### src/rtl/traffic_phase_sequencer.sv
// rtl/traffic_phase_sequencer.sv - green/yellow/red phase controller for the countdown counter
// Drives the counter's reload value and enable, and watches Count for expiry and stalls.
module traffic_phase_sequencer (
  input  logic       Clk,
  input  logic       Reset,
  input  logic       Run,
  input  logic [3:0] Count,
  output logic [3:0] Mode,
  output logic       Enable,
  output logic       Green,
  output logic       Yellow,
  output logic       Red,
  output logic [1:0] Phase,
  output logic       CycleDone,
  output logic       Fault
);

  localparam logic [3:0] GREEN_LOAD  = 4'b1001;
  localparam logic [3:0] YELLOW_LOAD = 4'b0001;
  localparam logic [3:0] RED_LOAD    = 4'b0101;

  typedef enum logic [2:0] {
    S_IDLE,
    S_GREEN,
    S_YELLOW,
    S_RED,
    S_FAULT
  } state_t;

  state_t     state;
  logic       armed;
  logic [1:0] stall_cnt;
  logic [3:0] prev_count;
  logic [1:0] div;

  logic active;
  logic stalled_now;
  logic stall_trip;
  logic expired;

  assign active      = (state == S_GREEN) || (state == S_YELLOW) || (state == S_RED);
  // Enable is the registered value from the previous edge, so it gates the comparison.
  assign stalled_now = Enable && (Count == prev_count);
  assign stall_trip  = stalled_now && (stall_cnt == 2'd1);
  assign expired     = active && armed && (Count == 4'd0);

  always_ff @(posedge Clk) begin
    if (Reset) begin
      state      <= S_IDLE;
      Mode       <= GREEN_LOAD;
      Enable     <= 1'b0;
      Green      <= 1'b0;
      Yellow     <= 1'b0;
      Red        <= 1'b1;
      Phase      <= 2'b00;
      CycleDone  <= 1'b0;
      Fault      <= 1'b0;
      armed      <= 1'b0;
      stall_cnt  <= 2'd0;
      prev_count <= 4'd0;
      div        <= 2'd0;
    end else begin
      prev_count <= Count;
      CycleDone  <= 1'b0;
      div        <= div + 2'd1;

      if (stalled_now) begin
        stall_cnt <= (stall_cnt == 2'd3) ? 2'd3 : stall_cnt + 2'd1;
      end else begin
        stall_cnt <= 2'd0;
      end

      if (active && (Count != 4'd0)) begin
        armed <= 1'b1;
      end

      if (state == S_FAULT) begin
        if (div == 2'd3) begin
          Red <= ~Red;
        end
      end else if (stall_trip) begin
        state  <= S_FAULT;
        Enable <= 1'b0;
        Green  <= 1'b0;
        Yellow <= 1'b0;
        Red    <= 1'b1;
        Phase  <= 2'b11;
        Fault  <= 1'b1;
        armed  <= 1'b0;
        div    <= 2'd0;
      end else begin
        case (state)
          S_IDLE: begin
            if (Run) begin
              state  <= S_GREEN;
              Mode   <= GREEN_LOAD;
              Enable <= 1'b1;
              Green  <= 1'b1;
              Yellow <= 1'b0;
              Red    <= 1'b0;
              Phase  <= 2'b01;
              armed  <= 1'b0;
            end
          end
          S_GREEN: begin
            if (expired) begin
              state  <= S_YELLOW;
              Mode   <= YELLOW_LOAD;
              Green  <= 1'b0;
              Yellow <= 1'b1;
              Phase  <= 2'b10;
              armed  <= 1'b0;
            end
          end
          S_YELLOW: begin
            if (expired) begin
              state  <= S_RED;
              Mode   <= RED_LOAD;
              Yellow <= 1'b0;
              Red    <= 1'b1;
              Phase  <= 2'b11;
              armed  <= 1'b0;
            end
          end
          S_RED: begin
            if (expired) begin
              CycleDone <= 1'b1;
              armed     <= 1'b0;
              Mode      <= GREEN_LOAD;
              if (Run) begin
                state  <= S_GREEN;
                Enable <= 1'b1;
                Green  <= 1'b1;
                Red    <= 1'b0;
                Phase  <= 2'b01;
              end else begin
                state  <= S_IDLE;
                Enable <= 1'b0;
                Green  <= 1'b0;
                Red    <= 1'b1;
                Phase  <= 2'b00;
              end
            end
          end
          default: begin
            state <= S_IDLE;
          end
        endcase
      end
    end
  end

endmodule
### config.mk
export PLATFORM = sky130hd
export DESIGN_NAME = traffic_phase_sequencer
export DESIGN_NICKNAME = d
export VERILOG_FILES = /design/src/rtl/traffic_phase_sequencer.sv
export SDC_FILE = /design/constraint.sdc
export NUM_CORES = 1
export LEC_CHECK = 0
export CORE_AREA = 3 3 63 65
export CTS_BUF_LIST = sky130_fd_sc_hd__clkbuf_2 sky130_fd_sc_hd__clkbuf_4 sky130_fd_sc_hd__clkbuf_8
export DETAILED_ROUTE_END_ITERATION = 10
export DIE_AREA = 0 0 66 68
export GPL_ROUTABILITY_DRIVEN = 0
export GPL_TIMING_DRIVEN = 0
export PLACE_DENSITY = 0.57
export SLEW_MARGIN = 20
export SYNTH_ARGS = -nofsm -noshare
export SYNTH_HDL_FRONTEND = slang
export SYNTH_SLANG_ARGS = --single-unit
### constraint.sdc
create_clock -name Clk -period 2.6 [get_ports Clk]
set_input_delay 0.39 -clock Clk [delete_from_list [all_inputs] [get_ports Clk]]
set_output_delay 0.39 -clock Clk [all_outputs]
set_load 0.01 [all_outputs]
==> flow_results.org, run 1 <==
** Global route
- After global routing the overflow that remains totals 0.
- Global routing usage summed across all routing layers :: about an eighth
- Entering global routing, the biggest net connects 13 pins.
- The first global-routing pass estimated 4.25 mm of wire.
- The via count of the first global-routing pass was 927.
- Antenna violations before repair :: 0

** Clocking
- For this design, the sink count on the clock tree is 22.
- Post-cts resize count :: 0
- The number of hold buffers added after CTS was 0.
- Number of buffers inserted during clock tree synthesis :: 3
- CTS built an H-tree with a depth of 1.
- After clock tree synthesis, the setup repair step added 0 buffers.
- After clock tree synthesis, the clock-pin slew on the worst setup and hold paths is 110 ps.
- Maximum count of clock buffers along a single path :: 2
- The cell sitting at the root of the clock tree is a sky130_fd_sc_hd__clkbuf_4.
- TritonCTS built the clock tree.
- The clock reaches the later pin of the worst-skew pair after 310 ps.

** Critical path
- Length in cells of the worst reg-to-reg path :: 5
- Data arrives at the worst endpoint at approximately 2300 ps.
- Beginning of the critical path :: Count[0]
- Max stage delay on crit path :: roughly 530 ps
- At the worst endpoint, the required time is 2860 ps.
- For flop-to-flop paths, the worst setup slack is 850 ps.
- Endpoint type of the worst setup path :: flop
- The critical path in this run is classified as input pin to flop.
- The worst register-to-register path begins at prev_count[1].
- Worst path cell trace :: clkdlybuf4s50_1 -> inv_2 -> a222oi_1 -> nand4_2 -> nor2_1 -> o311a_1
- The slowest stage of the critical path is the sky130_fd_sc_hd__clkdlybuf4s50_1 cell.
- The endpoint identified for the worst register-to-register timing path is Phase[0].
- Of all nets on the critical path, the largest fanout is 4.
- STA classifies the critical path startpoint as an input pin.
- Last element of the critical path :: Phase[0]

** Job
- Max Cap Viol :: 0

** Floorplan
- Die Area :: 4490 µm²
- Die width :: 66 µm
- Top-Level Pins :: 19
- The initialized floorplan defines 21 standard-cell rows.
- From bottom edge to top edge, the die measures between 60 and 70 µm.
- Core Region :: 3390 µm²
- The initial utilization of the core area, before any placement, comes to 29.9%.

** STA
- The worst pin sits at a relative slew slack of between 60 and 70%.
- Setup repair after global routing left no endpoint under its margin.
- Based on the critical path, the design can be clocked at up to 484 MHz.
- The worst path needs between 2000 and 2500 ps of the cycle, external delays included.
- Of the available clock period, the critical path in the final layout requires 79.5%.
- For the pin with the worst max-slew slack, the measured transition is 535 ps.
- Worst clock skew :: 7.56 ps
- Setup total negative slack on the finished layout was measured at 0 ps.
- The number of failing hold endpoints at the final stage is 0.
- Number of setup violations in the final report :: 0
- The total count of max-transition violations in the final report came to 0.

** Routing
- The detail route stage leaves a number of antenna-violating nets equal to 0.
- # DRC :: 0
- Initial drt markers :: 73
- After detailed routing, the average wire length per cell comes to ~13 µm.
- Vias per inst :: approximately 5.1
- Summed over all layers, the routed wires come to 2.37 mm.
- The routed layout has between 900 and 1000 vias.
- The first TritonRoute pass finished after 5 iterations.

** Power
- Cell internal power was estimated by the tool at 482 µW.
- Combinational fraction of design power :: 13.6%
- Pleak :: 0.482 nW
- Clock Power Share :: 29.7%
- In this run the power spent charging and discharging nets is 159 µW.
- Switching share of power :: roughly a quarter
- Of the total power, registers draw ~57%.
- IR analysis of the VDD net gives a maximum drop of 0.326 mV.
- Power spread over the standard cell area amounts to 510 nW/µm².

** Yosys
- When the netlist entered floorplanning its net count stood at 122.
- The number of different library cells used by synthesis comes to 45.
- FF+latch count, synth :: 22
- For this run, asynchronously set or reset flops after synthesis account for 0%.
- Among all cell types in the netlist, the one instantiated most often is sky130_fd_sc_hd__dfxtp_1.
- Among all flip-flop cells after synthesis, the most frequent one is sky130_fd_sc_hd__dfxtp_1.
- Synthesis handed over a netlist of about 110 instances.
- Yosys top cell area share :: 43.5%
- Part of the Yosys area used for sequential elements :: between 40 and 50%
- In this run, synthesis inferred 0 flip-flops with an integrated enable.
- Leading cell types by count after synthesis :: 22 x sky130_fd_sc_hd__dfxtp_1, 9 x sky130_fd_sc_hd__nor3_1, 7 x sky130_fd_sc_hd__inv_1, 7 x sky130_fd_sc_hd__nor2_1, 6 x sky130_fd_sc_hd__nand3_1
- Per-instance average area after synthesis :: 8.88 µm²
- The synthesized design spends more area on one cell type than any other, namely sky130_fd_sc_hd__dfxtp_1.
- During synthesis, Yosys emitted a total of 0 warnings.
- Top post-synthesis cells by area :: sky130_fd_sc_hd__dfxtp_1 44%, sky130_fd_sc_hd__nor3_1 4.4%, sky130_fd_sc_hd__nand3_1 3.0%, sky130_fd_sc_hd__inv_1 2.6%, sky130_fd_sc_hd__nor2_1 2.6%
- Syn Std Cell Area :: 1010 µm²

** Final layout
- The count of cells in the finished layout, fillers not included, comes to 179.
- Counting the fill cells in the layout gives 334.
- The area growth from synthesis to layout is 24.1%.
- The final layout contains 142 nets.
- The number of antenna diodes in the final layout is 0.
- Cells with a size suffix above 1 make up 12.0% of the layout.

** Min path
- Worst min-delay path class :: flop to flop

** Placed design
- Number of I/O port buffers :: 15
- Once detailed placement completed, the half-perimeter wirelength came to 1.75 mm.
- Counting tap cells, the placed design contains a total of 175 instances.

** Status
- Run status :: finished, final reports clean
-- per-stage QoR --
| step | util (%) | setup WS [ps] | hold WS (ps) | instance area (µm²) | power, mW |
|---|---|---|---|---|---|
| after detailed placement | 36.0 | 266 | 432 | 1220 | 0.458 |
| after global routing | 37.1 | 412 | 498 | 1260 | 0.671 |
| final | 37.1 | 533 | 447 | 1260 | 0.641 |
| after CTS | 37.1 | 570 | 454 | 1260 | 0.645 |
| after floorplan | - | 1020 | 408 | 1010 | 0.420 |
| after global placement | 36.0 | 249 | 419 | 1220 | 0.456 |
-- cells in the final DEF (no fill, tap or decap), types with 2 or more instances in the layout --
master,netlist,layout
sky130_fd_sc_hd__o211ai_1,2,2
sky130_fd_sc_hd__buf_2,2,2
sky130_fd_sc_hd__nor2b_1,3,3
sky130_fd_sc_hd__clkbuf_4,0,3
sky130_fd_sc_hd__inv_1,7,7
sky130_fd_sc_hd__a31oi_1,2,2
sky130_fd_sc_hd__nand3_1,6,6
sky130_fd_sc_hd__o21ai_0,3,3
sky130_fd_sc_hd__clkdlybuf4s50_1,0,15
sky130_fd_sc_hd__xnor2_1,2,2
sky130_fd_sc_hd__o31ai_1,2,2
sky130_fd_sc_hd__nand2_1,5,5
sky130_fd_sc_hd__nor2_1,7,7
sky130_fd_sc_hd__conb_1,2,2
sky130_fd_sc_hd__o21a_1,2,2
sky130_fd_sc_hd__nand2b_1,2,2
sky130_fd_sc_hd__a211oi_1,2,2
sky130_fd_sc_hd__nor3_1,9,9
sky130_fd_sc_hd__a21oi_1,4,4
sky130_fd_sc_hd__dfxtp_1,22,22
sky130_fd_sc_hd__clkbuf_1,3,3
sky130_fd_sc_hd__buf_4,2,2
-- worst max-delay path: cells and delay by family --
family,cells,cell delay (ps)
AOI/OAI and AO/OA,2,730
buffers and inverters,2,580
and+or+nand+nor,2,620
-- logic make-up (layout without fill, tap and decap cells) --
family / Yosys count / after routing / share of synthesized area (%)
XOR/XNOR: 3 / 3 / 2.60
flip-flops: 22 / 22 / 43.5
AO/OA/AOI/OAI: 30 / 30 / 22.5
buffers and inverters: 16 / 35 / 7.66
other: 2 / 2 / 0.742
adder cells (fa/ha/maj): 1 / 1 / 1.24
AND/OR/NAND/NOR: 40 / 40 / 21.8
-- sequential cells by signal, indices dropped and copies added (netlist names) --
register and cells:
Phase 2, prev_count 4, Fault 1, CycleDone 1, Green 1, stall_cnt 2, armed 1, Enable 1
Mode 2, Yellow 1, state 3, Red 1, div 2
-- final cells by class --
type / instances / area, µm² / share of cell area [%]
clock buffer: 4 / 36.3 / 2.89
buffer: 8 / 47.5 / 3.78
inverter: 8 / 30.0 / 2.39
multi-input combinational: 76 / 494 / 39.3
timing repair buffer: 15 / 150 / 12.0
sequential: 22 / 440 / 35.1
tap: 46 / 57.6 / 4.58
-- routing by layer --
| layer | vias to the layer above | share of wire [%] | GRT usage [%] |
|---|---|---|---|
| met3 | 2 | 8.5 | 4.27 |
| met2 | 37 | 45 | 18.5 |
| met1 | 428 | 46 | 16.3 |
| li1 | 451 | - | - |
| met4 | 0 | 0.63 | 3.30 |
| met5 | - | 0 | 0 |
-- power groups by stage --
| stage | clock (mW) | sequential [mW] | combinational, mW |
|---|---|---|---|
| global route | 0.209 | 0.365 | 0.0971 |
| detailed placement | 0 | 0.371 | 0.0869 |
| floorplan | 0 | 0.372 | 0.0484 |
| finish | 0.190 | 0.363 | 0.0874 |
| CTS | 0.195 | 0.363 | 0.0874 |
| global placement | 0 | 0.370 | 0.0862 |
-- how the worst min path moves through the flow --
stage | startpoint | end | slack (ps) | cells past startpoint
2_1_floorplan | div[0] | div[0] | 410 | 1
3_3_place_gp | div[0] | div[0] | 420 | 1
3_5_place_dp | div[0] | div[0] | 430 | 1
4_1_cts | div[0] | div[0] | 450 | 1
5_1_grt | div[0] | div[0] | 500 | 1
6_report | div[0] | div[0] | 450 | 1
(Power assumes the default switching activity.)
==> run 2: changes to the inputs <==
--- a/config.mk
+++ b/config.mk
@@ -11,7 +11,7 @@
 export DIE_AREA = 0 0 66 68
 export GPL_ROUTABILITY_DRIVEN = 0
 export GPL_TIMING_DRIVEN = 0
-export PLACE_DENSITY = 0.57
+export PLACE_DENSITY = 0.59
 export SLEW_MARGIN = 20
 export SYNTH_ARGS = -nofsm -noshare
 export SYNTH_HDL_FRONTEND = slang
==> constraint.sdc (replaced) <==
create_clock -name Clk -period 1.9 [get_ports Clk]
set_input_delay 0.285 -clock Clk [delete_from_list [all_inputs] [get_ports Clk]]
set_output_delay 0.285 -clock Clk [all_outputs]
set_load 0.01 [all_outputs]
==> run 2 against run 1 <==
Hold slack worse by 160 ps. Setup slack worse by 380 ps. Die area stayed put. Highest routed layer unchanged.
==> flow_results.org, run 2 (synthesis gave the netlist of run 1 again) <==
** Status
- Run status :: finished, final reports clean (unchanged)

** STA
- Number of setup violations in the final report :: 0 (unchanged)
- The headroom to the max-slew limit is 65.5% (was 64.3%).
- The transition at the pin with the smallest max-transition slack is 517 ps (was 535 ps).
- Final critical-path share of the clock period :: between 90% and 100%
- The smallest clock period supported by the final layout is computed as 1750 ps.
- Number of max-slew violations in the final report :: 0 (unchanged)
- Number of failing hold endpoints at the final stage :: 0 (unchanged)
- RSZ-0062 raised after global routing :: false (unchanged)
- Timing would allow up to 571 MHz.
- Worst clock skew :: 1.07 ps (was 7.56 ps)

** Min path
- The worst min-delay path class is input pin to flop (was flop to flop).
- The number of cells on the worst hold path came to 3 (was 1).
- The beginning of the worst hold path is Count[0] (was div[0]).
- Worst Hold Path EP :: prev_count[0] (was div[0])

** Final layout
- Top library cells by usage in the layout, fill and taps aside: 22 x sky130_fd_sc_hd__dfxtp_1, 14 x sky130_fd_sc_hd__clkdlybuf4s50_1, 9 x sky130_fd_sc_hd__nor3_1 (was 22 x sky130_fd_sc_hd__dfxtp_1, 15 x sky130_fd_sc_hd__clkdlybuf4s50_1, 9 x sky130_fd_sc_hd__nor3_1).
- The most flop-heavy register was prev_count (unchanged).
- Most common library cell in the layout ignoring fill and taps :: sky130_fd_sc_hd__dfxtp_1 (unchanged)
- The number of flip-flops under the largest register name is 4 (unchanged).
- The area overhead of the layout relative to synthesis was 26.0% (was 24.1%).
- The net count of the finished layout is 143 (was 142).
- The post-layout instance count excluding filler cells was 180 (was 179).
- The fraction of layout cells with a size suffix above 1 came to 12.7% (was 12.0%).
- Final design area excluding fillers :: 1270 µm² (was 1260 µm²)
- The antenna cell count came to 0 (unchanged).
- Largest regs: prev_count: 4 flops, state: 3 flops (unchanged).
- The utilization after layout came to 37.6% (was 37.1%).

** Critical path
- The startpoint of the most critical register-to-register path is state[0] (was prev_count[1]).
- Crit-path slowest cell :: sky130_fd_sc_hd__clkdlybuf4s50_1 (unchanged)
- The critical register-to-register path endpoint was Mode[3] (was Phase[0]).
- The delay contributed by the slowest stage of the critical path is 480 ps (was 530 ps).
- The cell that appears most often on the critical path is sky130_fd_sc_hd__nand2_1.
- The reg-to-reg setup timing slack was 220 ps (was 850 ps).
- Data arrival at the endpoint of the critical path :: 1960 ps (was 2330 ps)
- Worst path cell trace :: clkdlybuf4s50_1 -> nor4_4 -> nand2_1 -> o22ai_2 -> nand2_1 -> a211o_1 (was clkdlybuf4s50_1 -> inv_2 -> a222oi_1 -> nand4_2 -> nor2_1 -> o311a_1)
- The kind of critical path is input pin to flop (unchanged).
- The depth of the worst register-to-register path is 6 (was 5).
- Data required time at the worst endpoint :: 2110 ps (was 2860 ps)
- The startpoint class of the critical path was an input pin (unchanged).
- The maximum fanout count along the critical path came to 5 (was 4).
- The capturing element type of the critical path is a flop (unchanged).

** Clocking
- Clock Root Buffer :: sky130_fd_sc_hd__clkbuf_4 (unchanged)
- Clock latency on the worst-skew pair :: 300 ps (was 310 ps)
- Total clock sinks :: 22 (unchanged)
- Number of levels in the clock H-tree :: 1 (unchanged)
- CTS clock-pin slew for the worst setup and hold paths :: 120 ps (was 110 ps)
- The CTS tree was built (unchanged).
- The deepest clock path buffer count came to 2 (unchanged).
- The number of CTS-inserted buffers came to 3 (unchanged).
- Hold Buf Count CTS :: 0 (unchanged)

** Floorplan
- The row count came to 21 (unchanged).
- Initial Utilization :: 29.9% (unchanged)
- The y dimension of the die came to 68 µm (unchanged).
- Die Area :: 4490 µm² (unchanged)
- The number of I/O pins was 19 (unchanged).
- Die width :: 66 µm (unchanged)
- The core outline area is 3390 µm² (unchanged).

** Placed design
- The detailed-placement wirelength estimate was 1.72 mm (was 1.75 mm).
- Number of I/O port buffers :: 15 (unchanged)
- The cell count after placement was 175 (unchanged).
- The post-place instance area is 1220 µm² (unchanged).

** Global route
- Number of global-route vias before repair :: 861 (was 927)
- Global-route wire length before repair :: 3.95 mm (was 4.25 mm)
- Global routing usage summed across all routing layers :: 11.2% (was 12.2%)
- The residual overflow from global routing was 0 (unchanged).
- The number of antenna violations at the first check in global routing was 0 (unchanged).
- The largest net degree at the start of global routing is 13 (unchanged).

** Routing
- Final wirelength :: 2.34 mm (was 2.37 mm)
- The post-detailed-route via-to-cell ratio is 4.94 (was 5.13).
- Sum of met2 wire segment lengths after detailed routing :: 1.09 mm (was 1.06 mm)
- The initial detailed-routing violation count is 71 (was 73).
- Post-route antenna net violation count :: 0 (unchanged)
- Highest metal layer used by the detailed router :: met4 (unchanged)
- Mean routed wirelength per cell :: 13.0 µm (was 13.2 µm)
- Total length of routed met3 wires :: 118 µm (was 201 µm)
- The total via count in the routed design came to 890 (was 918).
- The post-route DRC violation count is 0 (unchanged).
- The number of detailed-routing iterations run before antenna repair is 4 (was 5).
- The detailed-route wire length on metal 1 came to 1.11 mm (was 1.09 mm).

** Job
- The max-capacitance violation count was 0 (unchanged).

** Power
- The total power came to 879 µW (was 641 µW).
- The reported leakage power was 0.497 nW (was 0.482 nW).
- The power density normalized to cell area came to 690 nW/µm² (was 510 nW/µm²).
- Worst vdd rail ir drop :: 0.269 mV (was 0.326 mV)
[run 2: cell types whose count changed in the layout (fill, tap and decap cells not counted)]
cell                              previous run  this run
sky130_fd_sc_hd__dlymetal6s2s_1              0         1
sky130_fd_sc_hd__nor4_2                      1         0
sky130_fd_sc_hd__buf_4                       2         3
sky130_fd_sc_hd__clkdlybuf4s50_1            15        14
sky130_fd_sc_hd__nor4_4                      0         1
[run 2: metrics by stage]
step / hold slack, ps / setup slack [ps] / TNS, ps
global route: 304 / 69.4 / 0
floorplan: 397 / 421 / 0
global placement: 418 / -346 / -3670
detailed placement: 429 / -336 / -3800
CTS: 383 / 5.70 / 0
finish: 284 / 149 / 0
[run 2: area by class of cell]
cell class                 instances  area [µm²]
inverter                           8        30.0
sequential                        22         440
buffer                             8        47.5
fill                             346        2110
timing repair buffer              16         160
clock buffer                       4        36.3
tap                               46        57.6
multi-input combinational         76         503
[run 2: layer usage]
| layer | global-route usage, % | up-vias |
|---|---|---|
| met4 | 2.28 | 0 |
| met5 | 0 | - |
| li1 | - | 454 |
| met1 | 15.0 | 405 |
| met2 | 18.5 | 29 |
| met3 | 2.63 | 2 |
[run 2: worst max path at each step]
stage | start | end | slack, ps | depth (start not counted)
finish | Count[1] | Mode[3] | 150 | 6
global route | Count[1] | Mode[3] | 70 | 6
CTS | Count[0] | Phase[0] | 6 | 6
detailed placement | Count[0] | Mode[3] | -340 | 6
global placement | Count[0] | Phase[1] | -350 | 5
floorplan | Count[0] | Mode[3] | 420 | 5
[run 2: power by group]
group	total, mW	switching (mW)	leakage, nW	internal, mW
logic	0.125	0.0624	0.296	0.0622
registers	0.497	0.0136	0.181	0.483
clock network	0.258	0.141	0.0210	0.117
total	0.879	0.217	0.497	0.662
[run 2: repair_timing]
action / 4_1_cts / 5_1_grt
setup buffers: 0 / 1
pin swaps: 1 / 1
setup endpoints to repair: 3 / 10
resized for setup: 0 / 2
[run 2: worst max-delay path, delay by kind of cell]
kind	cells	cell delay [ps]
and+or+nand+nor	3	660
buffers and inverters	1	480
AOI/OAI and AO/OA	2	530
